===== config.mk =====
export PLATFORM = sky130hd
export DESIGN_NAME = axi_fb_rw_arbiter
export DESIGN_NICKNAME = d
export VERILOG_FILES = /design/src/rtl/axi_fb_rw_arbiter.sv
export SDC_FILE = /design/constraint.sdc
export NUM_CORES = 1
export LEC_CHECK = 0
export CAP_MARGIN = 20
export CORE_UTILIZATION = 28
export DETAILED_ROUTE_END_ITERATION = 8
export HOLD_SLACK_MARGIN = 0.03
export PLACE_DENSITY = 0.69
export RECOVER_POWER = 100
export SYNTH_ARGS = -nofsm -noshare
export SYNTH_HDL_FRONTEND = slang
export SYNTH_SLANG_ARGS = --single-unit

===== constraint.sdc =====
create_clock -name ACLK -period 2.58 [get_ports ACLK]
set_input_delay 0.516 -clock ACLK [delete_from_list [all_inputs] [get_ports ACLK]]
set_output_delay 0.516 -clock ACLK [all_outputs]
set_load 0.01 [all_outputs]

===== src/rtl/axi_fb_rw_arbiter.sv =====
// AXI4 slave front-end for the VGA frame buffer. Read and write bursts are served one
// at a time, round-robin per burst, on a single-port block RAM with 1-cycle read latency.
module axi_fb_rw_arbiter #(
    parameter int C_RAM_AWIDTH = 10,
    parameter int C_ID_WIDTH   = 1
) (
    input  logic                    ACLK,
    input  logic                    ARESETN,
    // write address
    input  logic [C_ID_WIDTH-1:0]   S_AXI_AWID,
    input  logic [31:0]             S_AXI_AWADDR,
    input  logic [7:0]              S_AXI_AWLEN,
    input  logic [1:0]              S_AXI_AWBURST,
    input  logic                    S_AXI_AWVALID,
    output logic                    S_AXI_AWREADY,
    // write data
    input  logic [31:0]             S_AXI_WDATA,
    input  logic [3:0]              S_AXI_WSTRB,
    input  logic                    S_AXI_WLAST,
    input  logic                    S_AXI_WVALID,
    output logic                    S_AXI_WREADY,
    // write response
    output logic [C_ID_WIDTH-1:0]   S_AXI_BID,
    output logic [1:0]              S_AXI_BRESP,
    output logic                    S_AXI_BVALID,
    input  logic                    S_AXI_BREADY,
    // read address
    input  logic [C_ID_WIDTH-1:0]   S_AXI_ARID,
    input  logic [31:0]             S_AXI_ARADDR,
    input  logic [7:0]              S_AXI_ARLEN,
    input  logic [1:0]              S_AXI_ARBURST,
    input  logic                    S_AXI_ARVALID,
    output logic                    S_AXI_ARREADY,
    // read data
    output logic [C_ID_WIDTH-1:0]   S_AXI_RID,
    output logic [31:0]             S_AXI_RDATA,
    output logic [1:0]              S_AXI_RRESP,
    output logic                    S_AXI_RLAST,
    output logic                    S_AXI_RVALID,
    input  logic                    S_AXI_RREADY,
    // block RAM port
    output logic                    ram_en,
    output logic [3:0]              ram_we,
    output logic [C_RAM_AWIDTH-1:0] ram_addr,
    output logic [31:0]             ram_wdata,
    input  logic [31:0]             ram_rdata
);

    localparam logic [2:0] IDLE    = 3'd0;
    localparam logic [2:0] WR_ADDR = 3'd1;
    localparam logic [2:0] WR_DATA = 3'd2;
    localparam logic [2:0] WR_RESP = 3'd3;
    localparam logic [2:0] RD_ADDR = 3'd4;
    localparam logic [2:0] RD_REQ  = 3'd5;
    localparam logic [2:0] RD_LAT  = 3'd6;
    localparam logic [2:0] RD_DATA = 3'd7;

    localparam logic [1:0]              BURST_FIXED = 2'b00;
    localparam logic [C_RAM_AWIDTH-1:0] ADDR_ONE    = 1;

    typedef struct packed {
        logic [C_ID_WIDTH-1:0]   id;
        logic [C_RAM_AWIDTH-1:0] addr;
        logic [7:0]              len;
        logic [1:0]              burst;
    } burst_ctx_t;

    logic [2:0]              state, state_nxt;
    burst_ctx_t              ctx;
    logic [7:0]              cnt;
    logic                    err;
    logic                    last_wr;
    logic                    awready_q, arready_q, wready_q, bvalid_q, rvalid_q;
    logic [31:0]             rdata_q;

    logic                    w_hs, b_hs, r_hs;
    logic                    beat_last, w_end;
    logic [C_RAM_AWIDTH-1:0] addr_nxt;

    // Byte-lane and out-of-window address bits are not decoded by this RAM.
    logic unused_addr_bits;
    assign unused_addr_bits = ^{S_AXI_AWADDR[31:C_RAM_AWIDTH+2], S_AXI_AWADDR[1:0],
                                S_AXI_ARADDR[31:C_RAM_AWIDTH+2], S_AXI_ARADDR[1:0]};

    assign w_hs      = (state == WR_DATA) && wready_q && S_AXI_WVALID;
    assign b_hs      = bvalid_q && S_AXI_BREADY;
    assign r_hs      = rvalid_q && S_AXI_RREADY;
    assign beat_last = (cnt == ctx.len);
    assign w_end     = beat_last || S_AXI_WLAST;
    // WRAP is treated as INCR; the address simply rolls over at the top of the RAM.
    assign addr_nxt  = (ctx.burst == BURST_FIXED) ? ctx.addr : ctx.addr + ADDR_ONE;

    always_comb begin
        state_nxt = state;
        case (state)
            IDLE: begin
                if (S_AXI_AWVALID && (!S_AXI_ARVALID || !last_wr))
                    state_nxt = WR_ADDR;
                else if (S_AXI_ARVALID)
                    state_nxt = RD_ADDR;
            end
            WR_ADDR: state_nxt = WR_DATA;
            WR_DATA: if (w_hs && w_end) state_nxt = WR_RESP;
            WR_RESP: if (b_hs) state_nxt = IDLE;
            RD_ADDR: state_nxt = RD_REQ;
            RD_REQ:  state_nxt = RD_LAT;
            RD_LAT:  state_nxt = RD_DATA;
            RD_DATA: if (r_hs) state_nxt = beat_last ? IDLE : RD_REQ;
            default: state_nxt = IDLE;
        endcase
    end

    always_ff @(posedge ACLK or negedge ARESETN) begin
        if (!ARESETN) begin
            state     <= IDLE;
            last_wr   <= 1'b0;
            ctx       <= '0;
            cnt       <= '0;
            err       <= 1'b0;
            rdata_q   <= '0;
            awready_q <= 1'b0;
            arready_q <= 1'b0;
            wready_q  <= 1'b0;
            bvalid_q  <= 1'b0;
            rvalid_q  <= 1'b0;
        end else begin
            state     <= state_nxt;
            // Handshake outputs are decoded from the next state so they are pure flops.
            awready_q <= (state_nxt == WR_ADDR);
            arready_q <= (state_nxt == RD_ADDR);
            wready_q  <= (state_nxt == WR_DATA);
            bvalid_q  <= (state_nxt == WR_RESP);
            rvalid_q  <= (state_nxt == RD_DATA);

            case (state)
                WR_ADDR: begin
                    ctx.id    <= S_AXI_AWID;
                    ctx.addr  <= S_AXI_AWADDR[C_RAM_AWIDTH+1:2];
                    ctx.len   <= S_AXI_AWLEN;
                    ctx.burst <= S_AXI_AWBURST;
                    cnt       <= '0;
                    err       <= 1'b0;
                end
                WR_DATA: begin
                    if (w_hs) begin
                        ctx.addr <= addr_nxt;
                        cnt      <= cnt + 8'd1;
                        if (S_AXI_WLAST != beat_last) err <= 1'b1;
                    end
                end
                WR_RESP: begin
                    if (b_hs) last_wr <= 1'b1;
                end
                RD_ADDR: begin
                    ctx.id    <= S_AXI_ARID;
                    ctx.addr  <= S_AXI_ARADDR[C_RAM_AWIDTH+1:2];
                    ctx.len   <= S_AXI_ARLEN;
                    ctx.burst <= S_AXI_ARBURST;
                    cnt       <= '0;
                end
                RD_LAT: rdata_q <= ram_rdata;
                RD_DATA: begin
                    if (r_hs) begin
                        if (beat_last) begin
                            last_wr <= 1'b0;
                        end else begin
                            ctx.addr <= addr_nxt;
                            cnt      <= cnt + 8'd1;
                        end
                    end
                end
                default: ;
            endcase
        end
    end

    assign S_AXI_AWREADY = awready_q;
    assign S_AXI_ARREADY = arready_q;
    assign S_AXI_WREADY  = wready_q;
    assign S_AXI_BVALID  = bvalid_q;
    assign S_AXI_BID     = ctx.id;
    assign S_AXI_BRESP   = {err & bvalid_q, 1'b0};
    assign S_AXI_RVALID  = rvalid_q;
    assign S_AXI_RID     = ctx.id;
    assign S_AXI_RDATA   = rdata_q;
    assign S_AXI_RRESP   = 2'b00;
    assign S_AXI_RLAST   = rvalid_q & beat_last;

    // RAM strobes follow the W handshake combinationally; reads issue from RD_REQ only.
    assign ram_en    = w_hs || (state == RD_REQ);
    assign ram_we    = w_hs ? S_AXI_WSTRB : 4'h0;
    assign ram_addr  = ram_en ? ctx.addr : '0;
    assign ram_wdata = w_hs ? S_AXI_WDATA : 32'h0;

endmodule


# == Yosys cells after proc, flatten, opt, wreduce, memory -nomap -nowiden ==
# Index checks and enable logic that the tools add are counted.
# totals
regBits,71
input_bits,162
out_inout_bits,91
wordCells,89
# op_classes
n_addsub,2
n_eq_ne,20
muxes,28
n_bitwise,2
n_reduce_logical,23
# op_table
op,n
2-to-1 mux 10 bit,5
case mux 10 bit (4 select lines),1
2-to-1 mux 32 bit,1
2-to-1 mux 8 bit,3
case mux 3 bit (8 select lines),1
case mux 8 bit (3 select lines),1
case mux 10 bit (2 select lines),1
"equality test 3 bit, second input constant",6
2-to-1 mux 3 bit,6
"equality test 3 x 2 -> 1 bit, second input constant",4
AND reduction 4 bit,3
"adder 10 x 1 -> 10 bit, second input constant",1
"inequality test 2 bit, second input constant",5
"adder 8 x 1 -> 8 bit, second input constant",1
equality test 8 bit,1
"equality test 3 x 1 -> 1 bit, second input constant",2
logical AND 1 bit,6
case mux 1 bit (2 select lines),3
nonzero test 2 bit,3
2-to-1 mux 1 bit,5
2-to-1 mux 4 bit,1
nonzero test 4 bit,1
logical NOT 3 bit,1
logical OR 1 bit,3
other kinds (8),10

# == Logic depth before layout (Yosys ltp) ==
# depth
ltp_word,7
depth_mapped,8
ltp_nobuf,8

# == Least setup slack after synthesis ==
# No wires, ideal clock.
# synth_path
kind,reg-to-output
startpoint,register state[2]
endpoint,output port ram_addr[0]
arrival_time_ps,1565
required_time_ps,2064
slack_ps,499
stages_incl_launch_ff,7
path_buffers,2
path_cell_list,dfrtp_1 > buf_6 > nand4b_1 > nor2_1 > a21o_1 > clkbuf_1 > and2_1
# synth_between
elab_chain_len,5
word_cells_on_any_way,6
cone_classes,2 x eq/ne; 1 x mux; 3 x reduce/logical
# synth_rtl
item,line,rtl
from (decl),68,"logic [2:0] state, state_nxt;"
from (signal assigned),127,state <= state_nxt;
equality test 3 x 2 -> 1 bit,85,assign w_hs = (state == WR_DATA) && wready_q && S_AXI_WVALID;
logical AND 1 bit (2 in a row),85,
logical OR 1 bit (*),190,assign ram_en = w_hs || (state == RD_REQ);
named net ram_en,42,"output logic ram_en,"
2-to-1 mux 10 bit (*),192,assign ram_addr = ram_en ? ctx.addr : '0;
to (decl),44,"output logic [C_RAM_AWIDTH-1:0] ram_addr,"
# The timed path passes the listed nets; every way through them passes the cells marked *.

# == Final worst setup path ==
# layout_path
startpoint,register state[1]
endpoint,output port ram_addr[1]
# layout_between
elab_chain_len,5
word_cells_on_any_way,6
cone_classes,2 x eq/ne; 1 x mux; 3 x reduce/logical
# layout_rtl
item,line
equality test 3 x 2 -> 1 bit,85
logical AND 1 bit (2 in a row),85
logical OR 1 bit (*),190
2-to-1 mux 10 bit (*),192
# Every way passes the cells marked *; elsewhere a longest branch is shown, timed or not.

==> summary.md <==
| Metric | Value |
|---|---|
| Vias | `4057` |
| Post-synth EDFFs | `0` |
| CP max stage delay | `470 ps` |
| Maxcap violations | `1` |
| Hold/Removal Path Class | `flop to flop` |
| Initial Util | `0.2922` |
| Largest family of logic cells by synthesized area | `compound AO/OA/AOI/OAI gates` |
| Seq. cell area | `1777 um^2` |
| WP data arrival | `1940 ps` |
| P_int | `4.252 mW` |
| Hold bufs inserted after CTS | `0` |
| Remaining global-route overflow | `0` |
| Mux cell area share after synthesis | `0.1012` |
| PwrDens | `1029 nW/um^2` |
| Layout Nets | `789` |
| Sw frac | `0.3769` |
| DP HPWL | `9508 um` |
| Share of cells above drive strength 1 | `0.1338` |
| Multi-input logic area | `2140 um^2` |
| Setup crit end kind | `output pin` |
| H-tree depth | `3` |
| Routed Antenna Nets | `0` |
| Synthesized instance count | `417` |
| Chip width | `123.3 um` |
| Avg WL per Cell | `15.82 um` |
| Setup CP Type | `flop to output pin` |
| Residual DRC count | `0` |
| Yosys reg bits | `71` |
| CTS clock-pin slew for the worst setup and hold paths | `50 ps` |
| Post-synthesis compound-gate area fraction | `0.1892` |
| Comb pwr share | `0.499` |
| Placed inst area | `6370 um^2` |
| # diodes | `0` |
| Crit path launch type | `flop` |
| Height of the die | `123.3 um` |
| 1st-pass router iterations | `4` |
| Psw | `2.571 mW` |
| Tightest Pin Transition | `1610 ps` |
| I/O pin cnt | `253` |
| Final Hold Fails | `0` |
| Post-route design area | `6628 um^2` |
| Skew-Pair Late Insertion Delay | `350 ps` |
| Initial DRC count | `232` |
| Fmax | `407.0 MHz` |
| Clock sink count | `71` |
| Post-synthesis simple-gate area fraction | `0.1874` |
| Full die area | `15200 um^2` |
| Vias per cell | `5.021` |
| Largest net degree at the start of global routing | `46` |
| Count of different cell masters after synthesis | `58` |
| Clock network fraction of design power | `0.196` |
| Leak pwr | `2.878 nW` |
| Setup violations, final | `0` |
| Worst Skew | `11.21 ps` |
| Seq pwr share | `0.305` |
| Layout fillers | `1314` |
| Worst Path Max Fanout | `7` |
| Placeable core area | `14100 um^2` |
| # port buffers | `205` |
| CTS tree | `built` |
| Total global-route track usage | `0.1629` |
| Syn avg cell area | `9.878 um^2` |
| First-pass GRT wire length | `19370 um` |
| Total power | `6.823 mW` |
| Slew Limit Headroom | `-0.07361` |
| Vias in the first global route | `4016` |
| Synth Flop Type | `dfrtp_1` |
| Crit path buf inv count | `3` |
| Peak VDD IR | `433.2 uV` |
| Post-Synth XOR/XNOR Area | `0.02764` |
| Slowest-stage cell, CP | `dfrtp_1` |
| Clk buf depth | `2` |
| Post-synth ARST share | `1.000` |
| Delay-heaviest family, CP | `buffers and inverters` |
| Synth warn | `0` |
| Seq/Total Area, Yosys | `0.4313` |
| Row count | `43` |
| Post-Route WL | `12780 um` |
| Initial antenna violation count | `0` |
| CTS Buf Count | `9` |
| Outcome | `complete, but fails checks` |
| Max-slew violations | `33` |
| Netlist Area Pre-Place | `4119 um^2` |
| Crit path time final | `2457 ps` |
| Crit-path cells | `nand4b_1 > nor2_2 > buf_4 > a21o_4 > clkbuf_1 > and2_1 > clkdlybuf4s15_2` |
| RePlAce Congestion | `0.8743` |
| Adder-Cell Fraction of Synth Area | `0.009113` |
| WP data required | `2060 ps` |
| Tcrit/Tclk final | `0.9524` |
| Root Driver | `clkbuf_16` |
| Failing checks | `max-capacitance violations, max-slew violations` |
| RSZ-0062 raised after global routing | `no` |
| Layout area overhead | `60.91%` |
path summary, 6_finish.rpt:
check                           slack [ps]  cells past startpoint             from               to
worst max-delay path                   120                      7         state[1]      ram_addr[1]
worst min register to register         500                      1  S_AXI_RDATA[23]  S_AXI_RDATA[23]
worst min-delay path                   500                      1  S_AXI_RDATA[23]  S_AXI_RDATA[23]
worst max register to register         160                     10           ctx[8]    S_AXI_ARREADY
min in group asynchronous              580                      1          ARESETN  S_AXI_RDATA[25]
max in group asynchronous              550                      2          ARESETN           ctx[3]
final cells by class:
cell class	instances	share of cell area
Clock buffer	10	0.03606
Multi-Input combinational cell	307	0.3228
Timing Repair Buffer	227	0.3221
Sequential cell	71	0.2681
Clock inverter	5	0.01246
Tap cell	180	0.03398
Inverter	8	0.004531
state kept, by name, summed over array words and instances, names as in the netlist:
register	flops
S_AXI_BID	1
state	3
last_wr	1
cnt	8
ctx	20
err	1
S_AXI_AWREADY	1
S_AXI_RDATA	32
S_AXI_BVALID	1
S_AXI_ARREADY	1
S_AXI_WREADY	1
S_AXI_RVALID	1
worst register-to-register path, delay by kind of cell (launching register included):
family	cells	cell delay, ps
and+or+nand+nor	3	600
AOI/OAI and AO/OA	2	570
buffers and inverters	3	300
adders and majority gates	1	190
DFF	1	460
xor gates and xnor gates	1	200
logic make-up after synthesis:
logic type	count (synthesis)
AND/OR/NAND/NOR	136
AO/OA/AOI/OAI	116
flip-flops	71
buffers and inverters	41
multiplexers	36
XOR/XNOR	13
adder cells (fa/ha/maj)	3
other	1
metal layers:
metal  vias to the layer above  global-route usage  share of wire
li1                       1930                   -              -
met1                      1941              0.1942           0.42
met2                       171              0.2835           0.50
met3                        15             0.04382          0.065
met4                         0             0.05120          0.011
met5                         -                   0              0
synth_stat cells (3+ instances only):
cell	number	area share
a21oi_1	26	0.032
a222oi_1	3	0.0073
and2_1	49	0.074
and3_1	5	0.0076
buf_2	10	0.012
buf_4	6	0.011
buf_6	4	0.011
clkbuf_1	13	0.012
dfrtp_1	71	0.43
ha_1	3	0.0091
inv_1	8	0.0073
mux2_2	33	0.090
mux2_4	3	0.011
nand2_1	20	0.018
nand2b_1	4	0.0061
nand3_1	9	0.011
nand4_1	3	0.0046
nor2_1	16	0.015
nor3_1	11	0.013
o21ai_0	15	0.018
o22a_1	11	0.023
o22ai_1	27	0.041
o31ai_1	11	0.020
or2_1	3	0.0046
or2_2	3	0.0046
xnor2_1	13	0.028
power groups by stage:
stage / combinational, mW / sequential, mW / clock, mW
after detailed placement: 3.59 / 2.11 / 0
final: 3.40 / 2.08 / 1.34
after global routing: 3.74 / 2.16 / 1.42
after CTS: 3.57 / 2.09 / 1.38
after floorplan: 2.05 / 2.13 / 0
after global placement: 3.51 / 2.07 / 0
per-stage QoR:
stage	setup WS, ps	cells	TNS (ps)	util	hold WS [ps]
final	122.8	808	0	0.4702	495.6
after global routing	24.33	808	0	0.4702	509.1
after detailed placement	-263.6	789	-10700	0.4519	491.5
after global placement	-213.9	789	-8989	0.4519	485.3
after floorplan	499.1	419	0	-	220.4
after CTS	-23.08	806	-23.08	0.4729	234.0
layout by cell type, fill, tap and decap left out, drive strengths merged, types with 13 or more instances in the layout:
cell type / Yosys / layout
clkbuf: 13 / 19
nand2: 20 / 20
dlygate4sd2: 0 / 41
dlygate4sd3: 0 / 40
mux2: 36 / 36
o21ai: 17 / 17
dfrtp: 71 / 71
xnor2: 13 / 13
and2: 49 / 49
o22ai: 27 / 27
nor2: 17 / 17
a21oi: 26 / 26
clkdlybuf4s50: 0 / 115
buf: 20 / 19
what timing repair did:
action / CTS / global route
pin swaps: 1 / 3
setup endpoints to repair: 48 / 9
gates cloned: 0 / 1
gates resized for setup: 72 / 7
setup buffers: 2 / 1
No activity file was read; power rests on OpenSTA's default activity.
